===== src/rtl/rdata_read_sequencer_pkg.sv =====
// Shared types for the rdata read-out sequencer: FSM states and the
// output FIFO entry layout (data word plus its two stream markers).
package rdata_read_sequencer_pkg;

  localparam int DATA_W = 32;

  typedef enum logic [1:0] {
    ST_IDLE  = 2'd0,
    ST_RUN   = 2'd1,
    ST_DRAIN = 2'd2
  } seq_state_e;

  typedef struct packed {
    logic [DATA_W-1:0] data;
    logic              bank_last;
    logic              last;
  } fifo_entry_t;

endpackage


===== src/rtl/rdata_read_sequencer_if.sv =====
// Memory read port plus output stream of the rdata read sequencer.
// master = sequencer side, slave = memory/consumer side.
interface rdata_read_sequencer_if
  import rdata_read_sequencer_pkg::*;
#(
  parameter int ADDR_W = 12,
  parameter int BANK_W = 5
);

  logic              mem_read_enable;
  logic [ADDR_W-1:0] mem_read_address;
  logic [BANK_W-1:0] mem_bank;
  logic [DATA_W-1:0] mem_data;

  logic [DATA_W-1:0] out_data;
  logic              out_valid;
  logic              out_ready;
  logic              out_bank_last;
  logic              out_last;

  modport master (
    output mem_read_enable, mem_read_address, mem_bank,
    input  mem_data,
    output out_data, out_valid, out_bank_last, out_last,
    input  out_ready
  );

  modport slave (
    input  mem_read_enable, mem_read_address, mem_bank,
    output mem_data,
    input  out_data, out_valid, out_bank_last, out_last,
    output out_ready
  );

endinterface


===== src/rtl/rdata_out_fifo.sv =====
// Output FIFO with a registered first-word-fall-through head. The head
// register feeds the stream directly; the storage array only holds
// entries queued behind it. Occupancy counts head plus stored entries.
module rdata_out_fifo
  import rdata_read_sequencer_pkg::*;
#(
  parameter int DEPTH = 4
) (
  input  logic                   clk,
  input  logic                   rst,
  input  logic                   push,
  input  fifo_entry_t            push_entry,
  input  logic                   ready,
  output fifo_entry_t            head,
  output logic                   head_valid,
  output logic [$clog2(DEPTH):0] occupancy
);

  localparam int PTR_W = $clog2(DEPTH);
  localparam int CNT_W = PTR_W + 1;

  fifo_entry_t store_mem [DEPTH];

  logic [PTR_W-1:0] wr_ptr_q, wr_ptr_d;
  logic [PTR_W-1:0] rd_ptr_q, rd_ptr_d;
  logic [CNT_W-1:0] store_cnt_q, store_cnt_d;
  fifo_entry_t      head_q, head_d;
  logic             head_valid_q, head_valid_d;

  logic pop;
  logic head_free;
  logic load_from_store;
  logic bypass;
  logic store_we;

  // Head refill: stored entries take priority, an empty store lets a push
  // fall straight through into the head register.
  always_comb begin
    pop             = head_valid_q & ready;
    head_free       = ~head_valid_q | pop;
    load_from_store = head_free & (store_cnt_q != '0);
    bypass          = head_free & (store_cnt_q == '0) & push;
    store_we        = push & ~bypass;

    wr_ptr_d     = wr_ptr_q;
    rd_ptr_d     = rd_ptr_q;
    store_cnt_d  = store_cnt_q + CNT_W'(store_we) - CNT_W'(load_from_store);
    head_d       = head_q;
    head_valid_d = head_valid_q;

    if (store_we) begin
      wr_ptr_d = wr_ptr_q + PTR_W'(1);
    end
    if (load_from_store) begin
      rd_ptr_d     = rd_ptr_q + PTR_W'(1);
      head_d       = store_mem[rd_ptr_q];
      head_valid_d = 1'b1;
    end else if (bypass) begin
      head_d       = push_entry;
      head_valid_d = 1'b1;
    end else if (head_free) begin
      head_valid_d = 1'b0;
    end
  end

  // Storage array write; contents need no reset since pointers gate them.
  always_ff @(posedge clk) begin
    if (store_we) begin
      store_mem[wr_ptr_q] <= push_entry;
    end
  end

  // Pointer, count and head registers.
  always_ff @(posedge clk or posedge rst) begin
    if (rst) begin
      wr_ptr_q     <= '0;
      rd_ptr_q     <= '0;
      store_cnt_q  <= '0;
      head_q       <= '0;
      head_valid_q <= 1'b0;
    end else begin
      wr_ptr_q     <= wr_ptr_d;
      rd_ptr_q     <= rd_ptr_d;
      store_cnt_q  <= store_cnt_d;
      head_q       <= head_d;
      head_valid_q <= head_valid_d;
    end
  end

  assign head       = head_q;
  assign head_valid = head_valid_q;
  assign occupancy  = store_cnt_q + CNT_W'(head_valid_q);

endmodule


===== src/rtl/rdata_read_sequencer.sv =====
// Walks a range of banks of the pixel store, issuing one read per cycle
// while FIFO credit allows, and streams the returned words out with
// per-bank and end-of-command markers.
module rdata_read_sequencer
  import rdata_read_sequencer_pkg::*;
#(
  parameter int MEMW_SIZE  = 3200,
  parameter int NUM_BANKS  = 24,
  parameter int ADDR_W     = 12,
  parameter int BANK_W     = 5,
  parameter int FIFO_DEPTH = 4
) (
  input  logic                  clk,
  input  logic                  rst,
  input  logic                  start,
  input  logic [BANK_W-1:0]     bank_first,
  input  logic [BANK_W:0]       bank_count,
  output logic                  busy,
  output logic                  done,
  rdata_read_sequencer_if.master bus
);

  localparam int CNT_W = $clog2(FIFO_DEPTH) + 1;
  localparam logic [ADDR_W-1:0] ADDR_LAST = ADDR_W'(MEMW_SIZE - 1);
  localparam logic [BANK_W-1:0] BANK_LAST = BANK_W'(NUM_BANKS - 1);

  seq_state_e state_q, state_d;

  // addr/bank always hold the most recently issued read; the next issue
  // is derived from them, so stall cycles need no extra bookkeeping.
  logic [ADDR_W-1:0] addr_q, addr_d;
  logic [BANK_W-1:0] bank_q, bank_d;
  logic [BANK_W:0]   banks_left_q, banks_left_d;
  logic              en_q, en_d;
  logic              busy_q, busy_d;
  logic              done_q, done_d;
  logic              inflight_q, inflight_d;
  logic              tag_bank_last_q, tag_bank_last_d;
  logic              tag_last_q, tag_last_d;

  logic [CNT_W-1:0]  occupancy;
  logic [CNT_W:0]    committed;
  logic              credit_ok;
  logic              cur_bank_last;
  logic              cur_last;
  logic              final_issue;
  fifo_entry_t       push_entry;
  fifo_entry_t       head;
  logic              head_valid;

  // Credit counts words already queued plus reads on the bus and in the
  // tag stage, so a new issue always has a FIFO slot when its data lands.
  always_comb begin
    committed     = {1'b0, occupancy} + (CNT_W+1)'(en_q) + (CNT_W+1)'(inflight_q);
    credit_ok     = committed < (CNT_W+1)'(FIFO_DEPTH);
    cur_bank_last = (addr_q == ADDR_LAST);
    cur_last      = cur_bank_last & (banks_left_q == (BANK_W+1)'(1));
    final_issue   = en_q & cur_last;
  end

  // Next-state, issue and counter logic.
  always_comb begin
    state_d         = state_q;
    addr_d          = addr_q;
    bank_d          = bank_q;
    banks_left_d    = banks_left_q;
    en_d            = 1'b0;
    busy_d          = busy_q;
    done_d          = 1'b0;
    inflight_d      = en_q;
    tag_bank_last_d = en_q & cur_bank_last;
    tag_last_d      = en_q & cur_last;

    case (state_q)
      ST_IDLE: begin
        if (start && !busy_q) begin
          if (bank_count == '0) begin
            done_d = 1'b1;
          end else begin
            // FIFO and tag stage are empty here, so the first read goes out
            // without a credit check.
            state_d      = ST_RUN;
            busy_d       = 1'b1;
            en_d         = 1'b1;
            addr_d       = '0;
            bank_d       = bank_first;
            banks_left_d = bank_count;
          end
        end
      end
      ST_RUN: begin
        if (final_issue) begin
          state_d = ST_DRAIN;
        end else if (credit_ok) begin
          en_d = 1'b1;
          if (addr_q == ADDR_LAST) begin
            addr_d       = '0;
            bank_d       = (bank_q == BANK_LAST) ? '0 : bank_q + BANK_W'(1);
            banks_left_d = banks_left_q - (BANK_W+1)'(1);
          end else begin
            addr_d = addr_q + ADDR_W'(1);
          end
        end
      end
      ST_DRAIN: begin
        if (head_valid && bus.out_ready && head.last) begin
          state_d = ST_IDLE;
          busy_d  = 1'b0;
          done_d  = 1'b1;
        end
      end
      default: begin
        state_d = ST_IDLE;
      end
    endcase
  end

  // State, counters, registered strobes and the one-stage tag pipeline.
  always_ff @(posedge clk or posedge rst) begin
    if (rst) begin
      state_q         <= ST_IDLE;
      addr_q          <= '0;
      bank_q          <= '0;
      banks_left_q    <= '0;
      en_q            <= 1'b0;
      busy_q          <= 1'b0;
      done_q          <= 1'b0;
      inflight_q      <= 1'b0;
      tag_bank_last_q <= 1'b0;
      tag_last_q      <= 1'b0;
    end else begin
      state_q         <= state_d;
      addr_q          <= addr_d;
      bank_q          <= bank_d;
      banks_left_q    <= banks_left_d;
      en_q            <= en_d;
      busy_q          <= busy_d;
      done_q          <= done_d;
      inflight_q      <= inflight_d;
      tag_bank_last_q <= tag_bank_last_d;
      tag_last_q      <= tag_last_d;
    end
  end

  assign push_entry = '{data: bus.mem_data, bank_last: tag_bank_last_q, last: tag_last_q};

  rdata_out_fifo #(
    .DEPTH (FIFO_DEPTH)
  ) u_out_fifo (
    .clk        (clk),
    .rst        (rst),
    .push       (inflight_q),
    .push_entry (push_entry),
    .ready      (bus.out_ready),
    .head       (head),
    .head_valid (head_valid),
    .occupancy  (occupancy)
  );

  assign bus.mem_read_enable  = en_q;
  assign bus.mem_read_address = addr_q;
  assign bus.mem_bank         = bank_q;
  assign bus.out_data         = head.data;
  assign bus.out_bank_last    = head.bank_last;
  assign bus.out_last         = head.last;
  assign bus.out_valid        = head_valid;
  assign busy                 = busy_q;
  assign done                 = done_q;

endmodule


===== src/flat_wrapper.sv =====
// flat-port wrapper written by rule: the top's interface ports become plain ports
module rdata_read_sequencer_flat import rdata_read_sequencer_pkg::*;
#(
  parameter int MEMW_SIZE  = 3200,
  parameter int NUM_BANKS  = 24,
  parameter int ADDR_W     = 12,
  parameter int BANK_W     = 5,
  parameter int FIFO_DEPTH = 4
)
  (clk, rst, start, bank_first, bank_count, busy, done, bus_mem_read_enable, bus_mem_read_address, bus_mem_bank, bus_mem_data, bus_out_data, bus_out_valid, bus_out_bank_last, bus_out_last, bus_out_ready);
  rdata_read_sequencer_if #(.ADDR_W(ADDR_W), .BANK_W(BANK_W)) bus_i ();
  input  logic clk;
  input  logic rst;
  input  logic start;
  input  logic [BANK_W-1:0] bank_first;
  input  logic [BANK_W:0] bank_count;
  output logic busy;
  output logic done;
  output wire logic [$bits(bus_i.mem_read_enable)-1:0] bus_mem_read_enable;
  output wire logic [$bits(bus_i.mem_read_address)-1:0] bus_mem_read_address;
  output wire logic [$bits(bus_i.mem_bank)-1:0] bus_mem_bank;
  input wire logic [$bits(bus_i.mem_data)-1:0] bus_mem_data;
  output wire logic [$bits(bus_i.out_data)-1:0] bus_out_data;
  output wire logic [$bits(bus_i.out_valid)-1:0] bus_out_valid;
  output wire logic [$bits(bus_i.out_bank_last)-1:0] bus_out_bank_last;
  output wire logic [$bits(bus_i.out_last)-1:0] bus_out_last;
  input wire logic [$bits(bus_i.out_ready)-1:0] bus_out_ready;
  assign bus_mem_read_enable = bus_i.mem_read_enable;
  assign bus_mem_read_address = bus_i.mem_read_address;
  assign bus_mem_bank = bus_i.mem_bank;
  assign bus_i.mem_data = bus_mem_data;
  assign bus_out_data = bus_i.out_data;
  assign bus_out_valid = bus_i.out_valid;
  assign bus_out_bank_last = bus_i.out_bank_last;
  assign bus_out_last = bus_i.out_last;
  assign bus_i.out_ready = bus_out_ready;
  rdata_read_sequencer #(.MEMW_SIZE(MEMW_SIZE), .NUM_BANKS(NUM_BANKS), .ADDR_W(ADDR_W), .BANK_W(BANK_W), .FIFO_DEPTH(FIFO_DEPTH)) u_core (.clk(clk), .rst(rst), .start(start), .bank_first(bank_first), .bank_count(bank_count), .busy(busy), .done(done), .bus(bus_i));
endmodule

===== config.mk =====
export PLATFORM = sky130hd
export DESIGN_NAME = rdata_read_sequencer_flat
export DESIGN_NICKNAME = d
export VERILOG_FILES = /design/src/rtl/rdata_read_sequencer_pkg.sv /design/src/rtl/rdata_read_sequencer_if.sv /design/src/rtl/rdata_out_fifo.sv /design/src/rtl/rdata_read_sequencer.sv /design/src/flat_wrapper.sv
export SDC_FILE = /design/constraint.sdc
export NUM_CORES = 1
export LEC_CHECK = 0
export ABC_AREA = 1
export CAP_MARGIN = 25
export CORE_MARGIN = 1.5
export CORE_UTILIZATION = 51
export DETAILED_ROUTE_END_ITERATION = 12
export GPL_TIMING_DRIVEN = 0
export PLACE_DENSITY = 0.8
export SLEW_MARGIN = 15
export SYNTH_ARGS = -nofsm -noshare
export SYNTH_HDL_FRONTEND = slang
export SYNTH_SLANG_ARGS = --single-unit

===== constraint.sdc =====
create_clock -name clk -period 2.61 [get_ports clk]
set_input_delay 0.522 -clock clk [delete_from_list [all_inputs] [get_ports clk]]
set_output_delay 0.522 -clock clk [all_outputs]
set_load 0.01 [all_outputs]

; ---- Yosys cells after proc, flatten, opt, wreduce, memory -nomap -nowiden
; Memory sizes are Yosys's and may differ from the RTL's.
; Cells that the tools add are included.
[op_classes]
n_addsub = 10
mul = 0
div = 0
magnitude_cmp = 1
eq_ne = 12
shift = 0
n_mux = 44
bitwise = 11
reduce_logical = 16
[op_table]
columns = operator, n
row1 = 2-to-1 mux 34 bit, 2
row2 = 2-to-1 mux 12 bit, 5
row3 = 2-to-1 mux 5 bit, 6
row4 = 2-to-1 mux 6 bit, 5
row5 = case mux 12 bit (2 select lines), 1
row6 = 2-to-1 mux 1 bit, 15
row7 = "adder 12 x 1 -> 12 bit, second input constant", 1
row8 = "== test 12 bit, second input constant", 1
row9 = case mux 6 bit (2 select lines), 1
row10 = "!= test 2 x 1 -> 1 bit, second input constant", 5
row11 = case mux 5 bit (2 select lines), 1
row12 = bitwise AND 1 bit, 8
row13 = 2-to-1 mux 2 bit, 4
row14 = AND reduction 4 bit, 2
row15 = adder 3 x 1 -> 3 bit, 2
row16 = "== test 6 x 1 -> 1 bit, second input constant", 1
row17 = zero test 6 bit, 1
row18 = case mux 1 bit (2 select lines), 3
row19 = case mux 2 bit (3 select lines), 1
row20 = AND reduction 6 bit, 1
row21 = nonzero test 2 bit, 3
row22 = nonzero test 3 bit, 2
row23 = "subtractor 6 x 1 -> 6 bit, second input constant", 1
row24 = "adder 5 x 1 -> 5 bit, second input constant", 1
row25 = 16 further kinds, 21
[word_totals]
reg_bits = 73
latchBits = 0
ram_bits = 136
romBits = 0
inputBits = 47
mem_count = 1
[memory_table]
columns = memory, depth, word_bits, rd, rd_clocked_by_memory_dff, wr, line_no
row1 = u_core.u_out_fifo.store_mem, 4, 34, 1, 0, 1, rdata_out_fifo.sv:22  ; fifo_entry_t store_mem [DEPTH];

; ---- Logic depth before layout (Yosys ltp)
[depth]
word_depth = 8
depth_mapped = 12

; ---- Modules after synthesis
; Synthesis repeated with hierarchy kept, for this count alone.
[unflattened]
hier_cells = 958
hier_area_um2 = 9395.3
[modules_own_cells]
columns = mod, n_inst, cells_per_inst, area_per_inst_um2
row1 = rdata_out_fifo, 1, 686, 7418.4
row2 = rdata_read_sequencer, 1, 272, 1976.9

; ---- Least setup slack after synthesis
; No wires, ideal clock.
[synth_path]
path_type = input-to-reg
start = input port bus_out_ready
end = memory u_core.u_out_fifo.store_mem[0][0] (netlist bit), enable pin
setup_time_ns = 0.425
t_arrival_ns = 2.347
slack_ns = -0.162
cell_stages = 3
path_buffers = 0
cell_sequence = nor2_1 > o21ai_2 > nor2_1
[synth_between]
elab_chain_len = 8
[synth_lines]
columns = item, line_no
row1 = from (decl), flat_wrapper.sv:27  ; input wire logic [$bits(bus_i.out_ready)-1:0] bus_out_ready;
row2 = bitwise AND 1 bit, rdata_out_fifo.sv:39  ; pop = head_valid_q & ready;
row3 = OR 1 bit, rdata_out_fifo.sv:40  ; head_free = ~head_valid_q | pop;
row4 = bitwise AND 1 bit (2 in a row), rdata_out_fifo.sv:42  ; bypass = head_free & (store_cnt_q == '0) & push;
row5 = inverter 1 bit, rdata_out_fifo.sv:43  ; store_we = push & ~bypass;
row6 = bitwise AND 1 bit, rdata_out_fifo.sv:43
row7 = 2-to-1 mux 1 bit, rdata_out_fifo.sv:68  ; if (store_we) begin
row8 = 2-to-1 mux 1 bit (not written as such), rdata_out_fifo.sv:69  ; store_mem[wr_ptr_q] <= push_entry;
row9 = to (decl), rdata_out_fifo.sv:22
; No other way between the ends.

; ---- Worst setup path after layout
[layout_path]
start = input port bus_out_ready
end = register u_core.u_out_fifo.store_cnt_q[2]
[layout_between]
elab_cells_between_ends = 9
classes_between = add/sub: 2 / bitwise: 7
[layout_lines]
columns = item, line_no
row1 = bitwise AND 1 bit, rdata_out_fifo.sv:39
row2 = OR 1 bit, rdata_out_fifo.sv:40
row3 = bitwise AND 1 bit, rdata_out_fifo.sv:41  ; load_from_store = head_free & (store_cnt_q != '0);
row4 = via u_core.u_out_fifo.load_from_store, rdata_out_fifo.sv:32  ; logic load_from_store;
row5 = subtractor 3 x 1 -> 3 bit, rdata_out_fifo.sv:47  ; store_cnt_d = store_cnt_q + CNT_W'(store_we) - CNT_W'(load_from_store);
row6 = via u_core.u_out_fifo.store_cnt_d[2], rdata_out_fifo.sv:26  ; logic [CNT_W-1:0] store_cnt_q, store_cnt_d;
row7 = to (signal assigned), rdata_out_fifo.sv:84  ; store_cnt_q <= store_cnt_d;
row8 = to (decl), rdata_out_fifo.sv:26
; The timed path passes the listed nets, and every way through them passes these cells.
; A chain may end at the register's enable or synchronous reset.

==> results.json <==
{
  "ant_nets": 0,
  "drc": 0,
  "antenna_cells": 0,
  "crit_slowest_cell": "clkdlybuf4s50_1",
  "synthFlopType": "edfxtp_1",
  "reg2reg_from": "u_core.u_out_fifo.head_valid$_DFFE_PP0P_",
  "crit_family": "buffers and inverters",
  "clk_path_buf_depth": 3,
  "synth_top_family_by_area": "simple AND/OR/NAND/NOR gates",
  "status": "completed",
  "crit_chain": "clkdlybuf4s50_1 > nor2_1 > nor2_4 > clkbuf_2 > ha_1 > inv_1 > ha_1 > inv_1 > fa_1 > xnor2_1",
  "final_util_pct": 65.2,
  "path_clk_slew_ps": 60,
  "place_area_mm2": 0.0106,
  "synth_area_leader_cell": "edfxtp_1",
  "cp_data_required_time_ps": 2990,
  "ys_top_cells_by_count": "nor2_1 (143), edfxtp_1 (136), nand2_1 (113)",
  "vias_per_cell": 5.56,
  "clk_latency_ps": 490,
  "ys_seq_area_share_pct": 64.5,
  "coreArea_mm2": 0.0174,
  "crit_path_end_kind": "flip-flop",
  "grt_max_degree": 55,
  "final_max_slew_viol_count": 0,
  "hpwl_um": 13500,
  "synth_compound_area_share_pct": 13.9,
  "gp_congestion": 0.845,
  "die-area_mm2": 0.0188,
  "synth-edff-count": 136,
  "ys_warn_count": 0,
  "first_pass_iters": 5,
  "postRouteWirelength_um": 21400,
  "netlist_top_cells_area": "edfxtp_1 (45%), dfrtp_1 (20%), nor2_1 (5.9%)",
  "slew_headroom_pct": 56.2,
  "synth_fa_ha_area_share_pct": 1.99,
  "critPathMaxStageDelay_ps": 480,
  "fp.dieW_um": 137,
  "crit_end": "u_core.u_out_fifo.store_cnt_q[2]$_DFF_PP0_",
  "drive_above_1_share_pct": 8.25,
  "cts_made_buffers": 22,
  "worstPathMaxFanout": 10,
  "ctsRootBufferMaster": "clkbuf_16",
  "initial_core_util_pct": 52.6,
  "synth_xor_xnor_area_share_pct": 1.05,
  "numPortBuffers": 101,
  "synth.ff_latch_count": 209,
  "grt_pass1_vias": 6507,
  "syn_to_final_growth_pct": 23.8,
  "crit_arrival_ps": 2770,
  "fin_crit_ps": 2400,
  "yosysMostFrequentCell": "nor2_1",
  "cts_sinks": 209,
  "grt_setup_unrepaired": "false",
  "vias": 6777,
  "fin_ws_ps": 212,
  "startpoint": "bus_out_ready",
  "netlist_area_mm2": 0.00917,
  "grt_util_all_layers_pct": 23.6,
  "fin_worst_skew_ps": 4.87,
  "grt_pass1_wl_um": 34200,
  "hold_viol_final": 0,
  "reg2reg_to": "u_core.u_out_fifo.store_cnt_q[2]$_DFF_PP0_",
  "cts_tree": "yes",
  "p_per_area_mw_per_mm2": 1120,
  "synth_top_area_share_pct": 44.5,
  "num_rows": 48,
  "io_pins": 102,
  "rr_worst_depth": 10,
  "dr.first_iter.drc_count": 526,
  "antenna_found_initial": 0,
  "die_height_um": 137,
  "p_leak_uw": 0.00442,
  "wl_per_cell_um": 17.6,
  "ff2ff_setup_slack_ps": 260,
  "hold_buffers": 0,
  "fmax_mhz": 417,
  "syn-mean-instance-area_um2": 10.8,
  "nets": 1039,
  "post-route-cell-area_mm2": 0.0113,
  "critPathLaunchType": "primary input",
  "fin_crit_sh_pct": 91.9,
  "synth.distinct_cells": 38,
  "synthArstFlopShare_pct": 34.9,
  "tightestPinTransition_ps": 655,
  "syn-num-nets": 908,
  "place_ws_ps": -581,
  "synth.area.mux_share_pct": 0,
  "cp.depth": 10,
  "ir_drop_v": 0.000715,
  "critPathKind": "in -> reg",
  "grt_overflow": 0,
  "setup_violations": 0,
  "path_buf_inv": 4,
  "maxCapViolCount": 0,
  "netlist_instances": 847,
  "synth-simple-area-share_pct": 14.3,
  "min_path_type": "in -> async",
  "cts.htree.levels": 1
}
==> metal layers <==
metal  GRT usage, %  routed length [um]  up-vias
li1               -                   -     3195
met1           31.5                8740     3283
met2           40.6               10800      273
met3           4.41                1620       26
met4           5.09                 263        0
met5              0                   0        -
==> area by class of cell <==
type                            count  area [um2]
Timing Repair Buffer              107        1140
Fill cell                        1301        6070
Clock buffer                       32         639
Clock inverter                      8        70.1
Buffer                             44         211
Sequential cell                   209        5910
Multi-Input combinational cell    545        2910
Tap cell                          225         282
Inverter                           49         186
==> how the worst min path moves through the flow <==
stage	end	slack (ps)
after global routing	u_core.bus.mem_bank[0]$_DFFE_PP0P_	360
after CTS	u_core.bus.mem_bank[0]$_DFFE_PP0P_	330
after floorplan	u_core.u_out_fifo.store_mem[0][0]$_DFFE_PP_	480
final	u_core.bus.mem_bank[0]$_DFFE_PP0P_	330
after global placement	u_core.u_out_fifo.head[16]$_DFFE_PP0P_	500
after detailed placement	u_core.inflight_q$_DFF_PP0_	500
==> stage by stage <==
step,total power [uW],hold slack [ps],TNS (ps),cells
2_1_floorplan,7700,476,-21990,847
3_3_place_gp,9340,503,-315370,1173
3_5_place_dp,9600,504,-1260,1178
4_1_cts,12700,333,0,1218
5_1_grt,13400,362,0,1219
6_report,12700,332,0,1219
==> repair_timing <==
item,CTS,global route
setup endpoints to repair,2,2
buffers inserted,0,1
resized for setup,1,2
hold endpoints to repair,0,0
pin swaps,0,1
==> kinds of logic after synthesis <==
family | count (synthesis)
xor gates and xnor gates | 11
DFF | 209
adders and majority gates | 14
AOI/OAI and AO/OA | 207
buffers and inverters | 93
and+or+nand+nor | 313
==> power breakdown <==
part | switching (uW) | leakage [uW] | total [uW] | internal (uW)
registers | 396 | 0.00209 | 4870 | 4480
clock network | 1230 | 0.000348 | 3030 | 1800
logic | 2860 | 0.00198 | 4770 | 1910
total | 4480 | 0.00442 | 12700 | 8190
==> cells in the final DEF, fill, tap and decap left out, drive strengths merged, types with 39 or more instances in the layout <==
cell and instances:
nor2 148, edfxtp 136, nand2 117, clkdlybuf4s50 101, a21oi 75, dfrtp 73
clkbuf 56, o21ai 48, inv 48, nand3 39
==> state kept, by name, indices dropped and copies added (netlist names), 2 cells and up <==
register,count
u_core.bus.mem_bank,5
u_core.bus.mem_read_address,12
u_core.state_q,2
u_core.u_out_fifo.rd_ptr_q,2
u_core.banks_left_q,6
u_core.u_out_fifo.store_mem,136
u_core.u_out_fifo.store_cnt_q,3
u_core.u_out_fifo.wr_ptr_q,2
u_core.u_out_fifo.head,34
==> worst register-to-register path: stages, from the launching register on <==
cell	delay, ps
dfrtp_1	390
inv_1	50
nor2_1	320
nor2_4	160
clkbuf_2	250
ha_1	310
inv_1	50
ha_1	130
inv_1	50
fa_1	370
xnor2_1	140
Note: power is estimated with default switching activity, not from simulation.
